**src/rtl/vga_timing_pkg.sv**
```systemverilog
// Shared 640x480@60 timing constants and sync-window decode helper for the VGA demo path.
package vga_timing_pkg;

    localparam int unsigned VGA_H_ACTIVE = 640;
    localparam int unsigned VGA_H_FP     = 16;
    localparam int unsigned VGA_H_SYNC   = 96;
    localparam int unsigned VGA_H_BP     = 48;
    localparam int unsigned VGA_V_ACTIVE = 480;
    localparam int unsigned VGA_V_FP     = 10;
    localparam int unsigned VGA_V_SYNC   = 2;
    localparam int unsigned VGA_V_BP     = 33;

    localparam int unsigned VGA_H_TOTAL = VGA_H_ACTIVE + VGA_H_FP + VGA_H_SYNC + VGA_H_BP;
    localparam int unsigned VGA_V_TOTAL = VGA_V_ACTIVE + VGA_V_FP + VGA_V_SYNC + VGA_V_BP;

    localparam bit VGA_H_POL = 1'b0;
    localparam bit VGA_V_POL = 1'b0;

    // True when pos lies in [lo, lo+len).
    function automatic logic in_window(input int unsigned pos, input int unsigned lo,
                                       input int unsigned len);
        return (pos >= lo) && (pos < lo + len);
    endfunction

endpackage

```
**src/rtl/vga_wrap_counter.sv**
```systemverilog
// Modulo-N counter with enable; resets to N-1 so the first enabled edge lands on 0.
module vga_wrap_counter #(
    parameter int unsigned Width   = 10,
    parameter int unsigned Modulus = 800
) (
    input  logic             clk,
    input  logic             rst_n,
    input  logic             en_i,
    output logic [Width-1:0] cnt_o,
    output logic [Width-1:0] cnt_next_o,
    output logic             wrap_o
);

    localparam logic [Width-1:0] Last = Width'(Modulus - 1);

    logic [Width-1:0] cnt_q, cnt_d;

    always_comb begin
        cnt_d = cnt_q;
        if (en_i) begin
            cnt_d = (cnt_q == Last) ? '0 : cnt_q + 1'b1;
        end
    end

    always_ff @(posedge clk) begin
        if (!rst_n) begin
            cnt_q <= Last;
        end else begin
            cnt_q <= cnt_d;
        end
    end

    assign cnt_o      = cnt_q;
    assign cnt_next_o = cnt_d;
    assign wrap_o     = en_i && (cnt_q == Last);

endmodule

```
**src/rtl/vga_sync_gen.sv**
```systemverilog
// VGA timing generator: coordinates, syncs, active flag and line/frame strobes, all registered.
// Optional frame counter output enabled by defining VGA_SYNC_GEN_FRAME_CNT_EN.
module vga_sync_gen
    import vga_timing_pkg::*;
#(
    parameter int unsigned CNT_W       = 10,
    parameter int unsigned H_ACTIVE    = VGA_H_ACTIVE,
    parameter int unsigned H_FP        = VGA_H_FP,
    parameter int unsigned H_SYNC      = VGA_H_SYNC,
    parameter int unsigned H_BP        = VGA_H_BP,
    parameter int unsigned V_ACTIVE    = VGA_V_ACTIVE,
    parameter int unsigned V_FP        = VGA_V_FP,
    parameter int unsigned V_SYNC      = VGA_V_SYNC,
    parameter int unsigned V_BP        = VGA_V_BP,
    parameter bit          H_POL       = VGA_H_POL,
    parameter bit          V_POL       = VGA_V_POL,
    parameter int unsigned FRAME_CNT_W = 8
) (
    input  logic                   clk,
    input  logic                   rst_n,
    input  logic                   en_i,
    output logic [CNT_W-1:0]       hpos_o,
    output logic [CNT_W-1:0]       vpos_o,
    output logic                   hsync_o,
    output logic                   vsync_o,
    output logic                   active_o,
    output logic                   line_start_o,
    output logic                   frame_start_o
`ifdef VGA_SYNC_GEN_FRAME_CNT_EN
    ,
    output logic [FRAME_CNT_W-1:0] frame_cnt_o
`endif
);

    localparam int unsigned H_TOTAL = H_ACTIVE + H_FP + H_SYNC + H_BP;
    localparam int unsigned V_TOTAL = V_ACTIVE + V_FP + V_SYNC + V_BP;
    localparam longint unsigned CntRange = 64'd1 << CNT_W;

    if (H_TOTAL > CntRange || V_TOTAL > CntRange) begin : g_bad_cnt_w
        $error("vga_sync_gen: H_TOTAL/V_TOTAL do not fit in CNT_W bits");
    end
    if (FRAME_CNT_W == 0) begin : g_bad_frame_cnt_w
        $error("vga_sync_gen: FRAME_CNT_W must be non-zero");
    end

    logic [CNT_W-1:0] h_cnt, h_next, v_cnt, v_next;
    logic             h_wrap, v_wrap;

    vga_wrap_counter #(
        .Width  (CNT_W),
        .Modulus(H_TOTAL)
    ) u_h_cnt (
        .clk       (clk),
        .rst_n     (rst_n),
        .en_i      (en_i),
        .cnt_o     (h_cnt),
        .cnt_next_o(h_next),
        .wrap_o    (h_wrap)
    );

    vga_wrap_counter #(
        .Width  (CNT_W),
        .Modulus(V_TOTAL)
    ) u_v_cnt (
        .clk       (clk),
        .rst_n     (rst_n),
        .en_i      (h_wrap),
        .cnt_o     (v_cnt),
        .cnt_next_o(v_next),
        .wrap_o    (v_wrap)
    );

    logic hsync_q, hsync_d, vsync_q, vsync_d, active_q, active_d;
    logic line_start_q, line_start_d, frame_start_q, frame_start_d;

    // Decode from the next-state counters so every output matches the coordinates it sits beside.
    always_comb begin
        hsync_d       = in_window(32'(h_next), H_ACTIVE + H_FP, H_SYNC) ? H_POL : ~H_POL;
        vsync_d       = in_window(32'(v_next), V_ACTIVE + V_FP, V_SYNC) ? V_POL : ~V_POL;
        active_d      = (32'(h_next) < H_ACTIVE) && (32'(v_next) < V_ACTIVE);
        line_start_d  = h_wrap;
        frame_start_d = v_wrap;
    end

    always_ff @(posedge clk) begin
        if (!rst_n) begin
            hsync_q       <= ~H_POL;
            vsync_q       <= ~V_POL;
            active_q      <= 1'b0;
            line_start_q  <= 1'b0;
            frame_start_q <= 1'b0;
        end else begin
            hsync_q       <= hsync_d;
            vsync_q       <= vsync_d;
            active_q      <= active_d;
            line_start_q  <= line_start_d;
            frame_start_q <= frame_start_d;
        end
    end

    assign hpos_o        = h_cnt;
    assign vpos_o        = v_cnt;
    assign hsync_o       = hsync_q;
    assign vsync_o       = vsync_q;
    assign active_o      = active_q;
    assign line_start_o  = line_start_q;
    assign frame_start_o = frame_start_q;

`ifdef VGA_SYNC_GEN_FRAME_CNT_EN
    logic [FRAME_CNT_W-1:0] frame_cnt_q, frame_cnt_d;

    // All-ones reset so the frame that starts right after reset reads 0.
    always_comb begin
        frame_cnt_d = frame_cnt_q;
        if (frame_start_d) begin
            frame_cnt_d = frame_cnt_q + 1'b1;
        end
    end

    always_ff @(posedge clk) begin
        if (!rst_n) begin
            frame_cnt_q <= '1;
        end else begin
            frame_cnt_q <= frame_cnt_d;
        end
    end

    assign frame_cnt_o = frame_cnt_q;
`endif

endmodule

```
**config.mk**
```make
export PLATFORM = sky130hd
export DESIGN_NAME = vga_sync_gen
export DESIGN_NICKNAME = d
export VERILOG_FILES = /design/src/rtl/vga_timing_pkg.sv /design/src/rtl/vga_wrap_counter.sv /design/src/rtl/vga_sync_gen.sv
export SDC_FILE = /design/constraint.sdc
export NUM_CORES = 1
export LEC_CHECK = 0
export CAP_MARGIN = 20
export CORE_ASPECT_RATIO = 1.2
export CORE_UTILIZATION = 50
export CTS_BUF_LIST = sky130_fd_sc_hd__clkbuf_8 sky130_fd_sc_hd__clkbuf_16
export DETAILED_ROUTE_END_ITERATION = 12
export PLACE_DENSITY = 0.78
export SYNTH_ARGS = -nofsm -noshare
export SYNTH_HDL_FRONTEND = slang
export SYNTH_SLANG_ARGS = --single-unit
export TNS_END_PERCENT = 100
```
**constraint.sdc**
```tcl
create_clock -name clk -period 2.4 [get_ports clk]
set_input_delay 0.6 -clock clk [delete_from_list [all_inputs] [get_ports clk]]
set_output_delay 0.6 -clock clk [all_outputs]
set_load 0.03 [all_outputs]
```
==> flow_metrics.py <==
metrics = {
    "clock_network": {
        "worstSkewPairLatency_ps": 270,
        "cts_max_path_buffers": 2,
        "numCtsBuffers": 3,
        "post-cts-setup-buffers": 0,
        "cts_resized": 0,
        "cts.root.buffer_cell": "sky130_fd_sc_hd__clkbuf_8",
        "cts_max_level": 1,
        "clock_sink_count": 25,
        "clk_pin_slew_ps": 90,
        "post_cts_hold_buffer_count": 0,
        "cts_tree": "done",
    },
    "placed_design": {
        "post-place-cells": 234,
        "place.gp.congestion": 0.912,
        "port_buffers": 27,
        "hpwlAfterDp_um": 2710,
    },
    "floorplanning": {
        "design.portCount": 28,
        "floorplan.die.width_um": 50.9,
        "die_height_um": 60.7,
        "initial_core_util_pct": 54.6,
        "placeable_core_region_mm2": 0.00263,
        "rows": 20,
        "die_area_mm2": 0.00309,
    },
    "pwr": {
        "p_clk_share_pct": 19.2,
        "max-vdd-ir-drop_mv": 0.491,
        "power.static_leakage_uw": 0.000720,
        "comb_power_share_pct": 40.6,
        "sequentialPowerShare_pct": 40.1,
        "p_switching_uw": 506,
        "post-layout-total-power_uw": 1320,
        "power_density_mw_per_mm2": 706,
        "power_switching_share_pct": 38.5,
        "cell_internal_power_dissipation_uw": 809,
    },
    "routing": {
        "routedWlPerCell_um": 14.9,
        "drt_iter0_drc": 18,
        "wl_um": 3550,
        "drt.antenna.violating_nets": 0,
        "dr_vias": 1411,
        "drt_first_pass_iters": 4,
        "drc": 0,
        "vias_per_cell": 5.93,
    },
    "global_route": {
        "maximum_number_of_pins_on_one_net_before_global_route_repair": 23,
        "grt_pass1_wl_um": 5650,
        "antenna_found_initial": 0,
        "first_global_vias": 1304,
        "grtUsageTotal_pct": 24.7,
        "globalRoute.totalOverflow": 0,
    },
    "sta": {
        "period_needed_ps": 2260,
        "slew-limit-headroom_pct": 55.5,
        "worst_clock_skew_ps": 3.93,
        "setup_total_negative_slack_ps": 0,
        "tightest_pin_transition_ps": 663,
        "final_min_period_over_clock_period_pct": 94.3,
        "slew_violations": 0,
        "whs_ps": 562,
        "finalSetupViolCount": 0,
        "setup_repair_after_global_routing_missed_its_margin": "no",
        "max_freq_ghz": 0.442,
        "report.final.hold_viol_count": 0,
    },
    "worst_setup_path": {
        "critical_path_peak_fanout": 13,
        "critPathBufInv": 1,
        "family_with_the_most_delay_on_the_worst_path": "buffers and inverters",
        "crit_path_end_kind": "output pin",
        "slowest_stage": "sky130_fd_sc_hd__clkdlybuf4s50_1",
        "worst-endpoint-required_ps": 1800,
        "crit_path_cell_trace": "clkdlybuf4s50_1",
        "worst-endpoint-arrival_ps": 1660,
        "critPathMaxStageDelay_ps": 760,
        "worst-setup-path-type": "reg -> out",
        "critical_path.startpoint_type": "flop",
    },
    "layout": {
        "layoutNonFillerInstCount": 238,
        "design.final.nets": 212,
        "final-seq-area_um2": 500,
        "n_fill_cell": 222,
        "synth_to_final_area_change_pct": 29.9,
        "insertedDiodeCount": 0,
        "most-common-layout-cells": "sky130_fd_sc_hd__clkdlybuf4s50_1, sky130_fd_sc_hd__dfxtp_1, sky130_fd_sc_hd__nand2_1, sky130_fd_sc_hd__buf_4, sky130_fd_sc_hd__o21ai_0",
        "post_route_cells_drive_above_1_share_pct": 14.1,
        "multi_input_comb_area_um2": 858,
        "mostFrequentLayoutCell": "sky130_fd_sc_hd__clkdlybuf4s50_1",
    },
    "status": {
        "outcome": "finished clean",
    },
    "synth": {
        "synthArstFlopShare_pct": 0,
        "synth_sequential_area_ratio_pct": 34.9,
        "synth_enable_flop_cells": 0,
        "syn_area_mm2": 0.00143,
        "post_syn_nets": 174,
        "netlist-cell-type-count": 49,
        "yosys_warnings": 0,
        "post_synth_inst_count": 168,
        "synth_ff_type": "sky130_fd_sc_hd__dfxtp_1",
        "syn_avg_cell_area_um2": 8.53,
        "synth_seq_cells": 25,
    },
    "job": {
        "max_cap_violations": 0,
    },
    "worst_hold_path": {
        "min_delay_worst_type": "reg -> reg",
    },
}
[path summary, 6_finish.rpt]
kind | start | to | slack, ps | cells past startpoint
worst max-delay path | u_h_cnt.cnt_o[5] | hpos_o[5] | 140 | 1
worst min-delay path | u_v_cnt.cnt_o[7] | u_v_cnt.cnt_o[7] | 560 | 2
worst max register to register | u_v_cnt.cnt_o[1] | active_o | 330 | 8
worst min register to register | u_v_cnt.cnt_o[7] | u_v_cnt.cnt_o[7] | 560 | 2
[cells in the mapped netlist, types with 2 or more instances]
cell	number	area share, %
sky130_fd_sc_hd__xnor2_1	5	3.1
sky130_fd_sc_hd__and3_1	6	2.6
sky130_fd_sc_hd__nor3_1	4	1.4
sky130_fd_sc_hd__dfxtp_1	25	35
sky130_fd_sc_hd__nand3_1	7	2.4
sky130_fd_sc_hd__inv_1	5	1.3
sky130_fd_sc_hd__nor4_1	2	0.87
sky130_fd_sc_hd__a31oi_1	3	1.3
sky130_fd_sc_hd__nand2_1	22	5.8
sky130_fd_sc_hd__xor2_1	5	3.1
sky130_fd_sc_hd__nor2_1	5	1.3
sky130_fd_sc_hd__and2_1	5	2.2
sky130_fd_sc_hd__ha_1	3	2.6
sky130_fd_sc_hd__nand2b_1	3	1.3
sky130_fd_sc_hd__nand4b_1	2	1.2
sky130_fd_sc_hd__nor4_2	2	1.7
sky130_fd_sc_hd__a21oi_1	2	0.70
sky130_fd_sc_hd__buf_2	3	1.0
sky130_fd_sc_hd__o21ai_0	8	2.8
sky130_fd_sc_hd__or3_1	4	1.7
sky130_fd_sc_hd__nor2b_1	3	1.3
sky130_fd_sc_hd__o21ai_1	5	1.7
sky130_fd_sc_hd__nor3b_1	2	1.0
sky130_fd_sc_hd__nand4_1	6	2.6
sky130_fd_sc_hd__clkbuf_1	5	1.3
sky130_fd_sc_hd__a21boi_1	2	1.0
sky130_fd_sc_hd__o31a_1	2	1.2
[stage by stage]
step / util [%] / area, µm² / setup WS, ps
after floorplan: - / 1430 / 259
after global placement: 69.1 / 1820 / -31.8
after detailed placement: 69.1 / 1820 / -85.0
after CTS: 70.9 / 1860 / 144
after global routing: 70.9 / 1860 / 79.2
final: 70.9 / 1860 / 138
[power by group through the flow]
| stage | clock [µW] | sequential (µW) | combinational (µW) |
|---|---|---|---|
| 4_1_cts | 257 | 526 | 531 |
| 2_1_floorplan | 0 | 590 | 274 |
| 3_5_place_dp | 0 | 536 | 530 |
| 6_report | 253 | 528 | 534 |
| 5_1_grt | 279 | 536 | 574 |
| 3_3_place_gp | 0 | 532 | 518 |
[layer usage]
| layer | global-route usage (%) | routed length (µm) |
|---|---|---|
| met4 | 12.7 | 132 |
| met5 | 0 | 0 |
| met1 | 26.8 | 1510 |
| met2 | 47.0 | 1780 |
| met3 | 3.26 | 131 |
[sequential cells by signal (all words and copies together), names as in the netlist]
| name | flops |
|---|---|
| active_o | 1 |
| frame_start_o | 1 |
| hsync_o | 1 |
| line_start_o | 1 |
| u_h_cnt.cnt_o | 10 |
| u_v_cnt.cnt_o | 10 |
| vsync_o | 1 |
[area by class of cell]
cell class                 instances  area share [%]
multi-input combinational        127            46.1
sequential                        25            26.9
timing repair buffer              44            21.4
clock buffer                       3            2.22
tap                               33            2.22
inverter                           5            1.01
clock inverter                     1           0.269
[logic make-up (layout without fill, tap and decap cells)]
family / count (synthesis) / after routing / share of synthesized area (%)
AO/OA/AOI/OAI: 32 / 32 / 14.5
XOR/XNOR: 10 / 10 / 6.11
adder cells (fa/ha/maj): 3 / 3 / 2.62
buffers and inverters: 16 / 53 / 5.24
flip-flops: 25 / 25 / 34.9
AND/OR/NAND/NOR: 82 / 82 / 36.6
(Power assumes the default switching activity.)
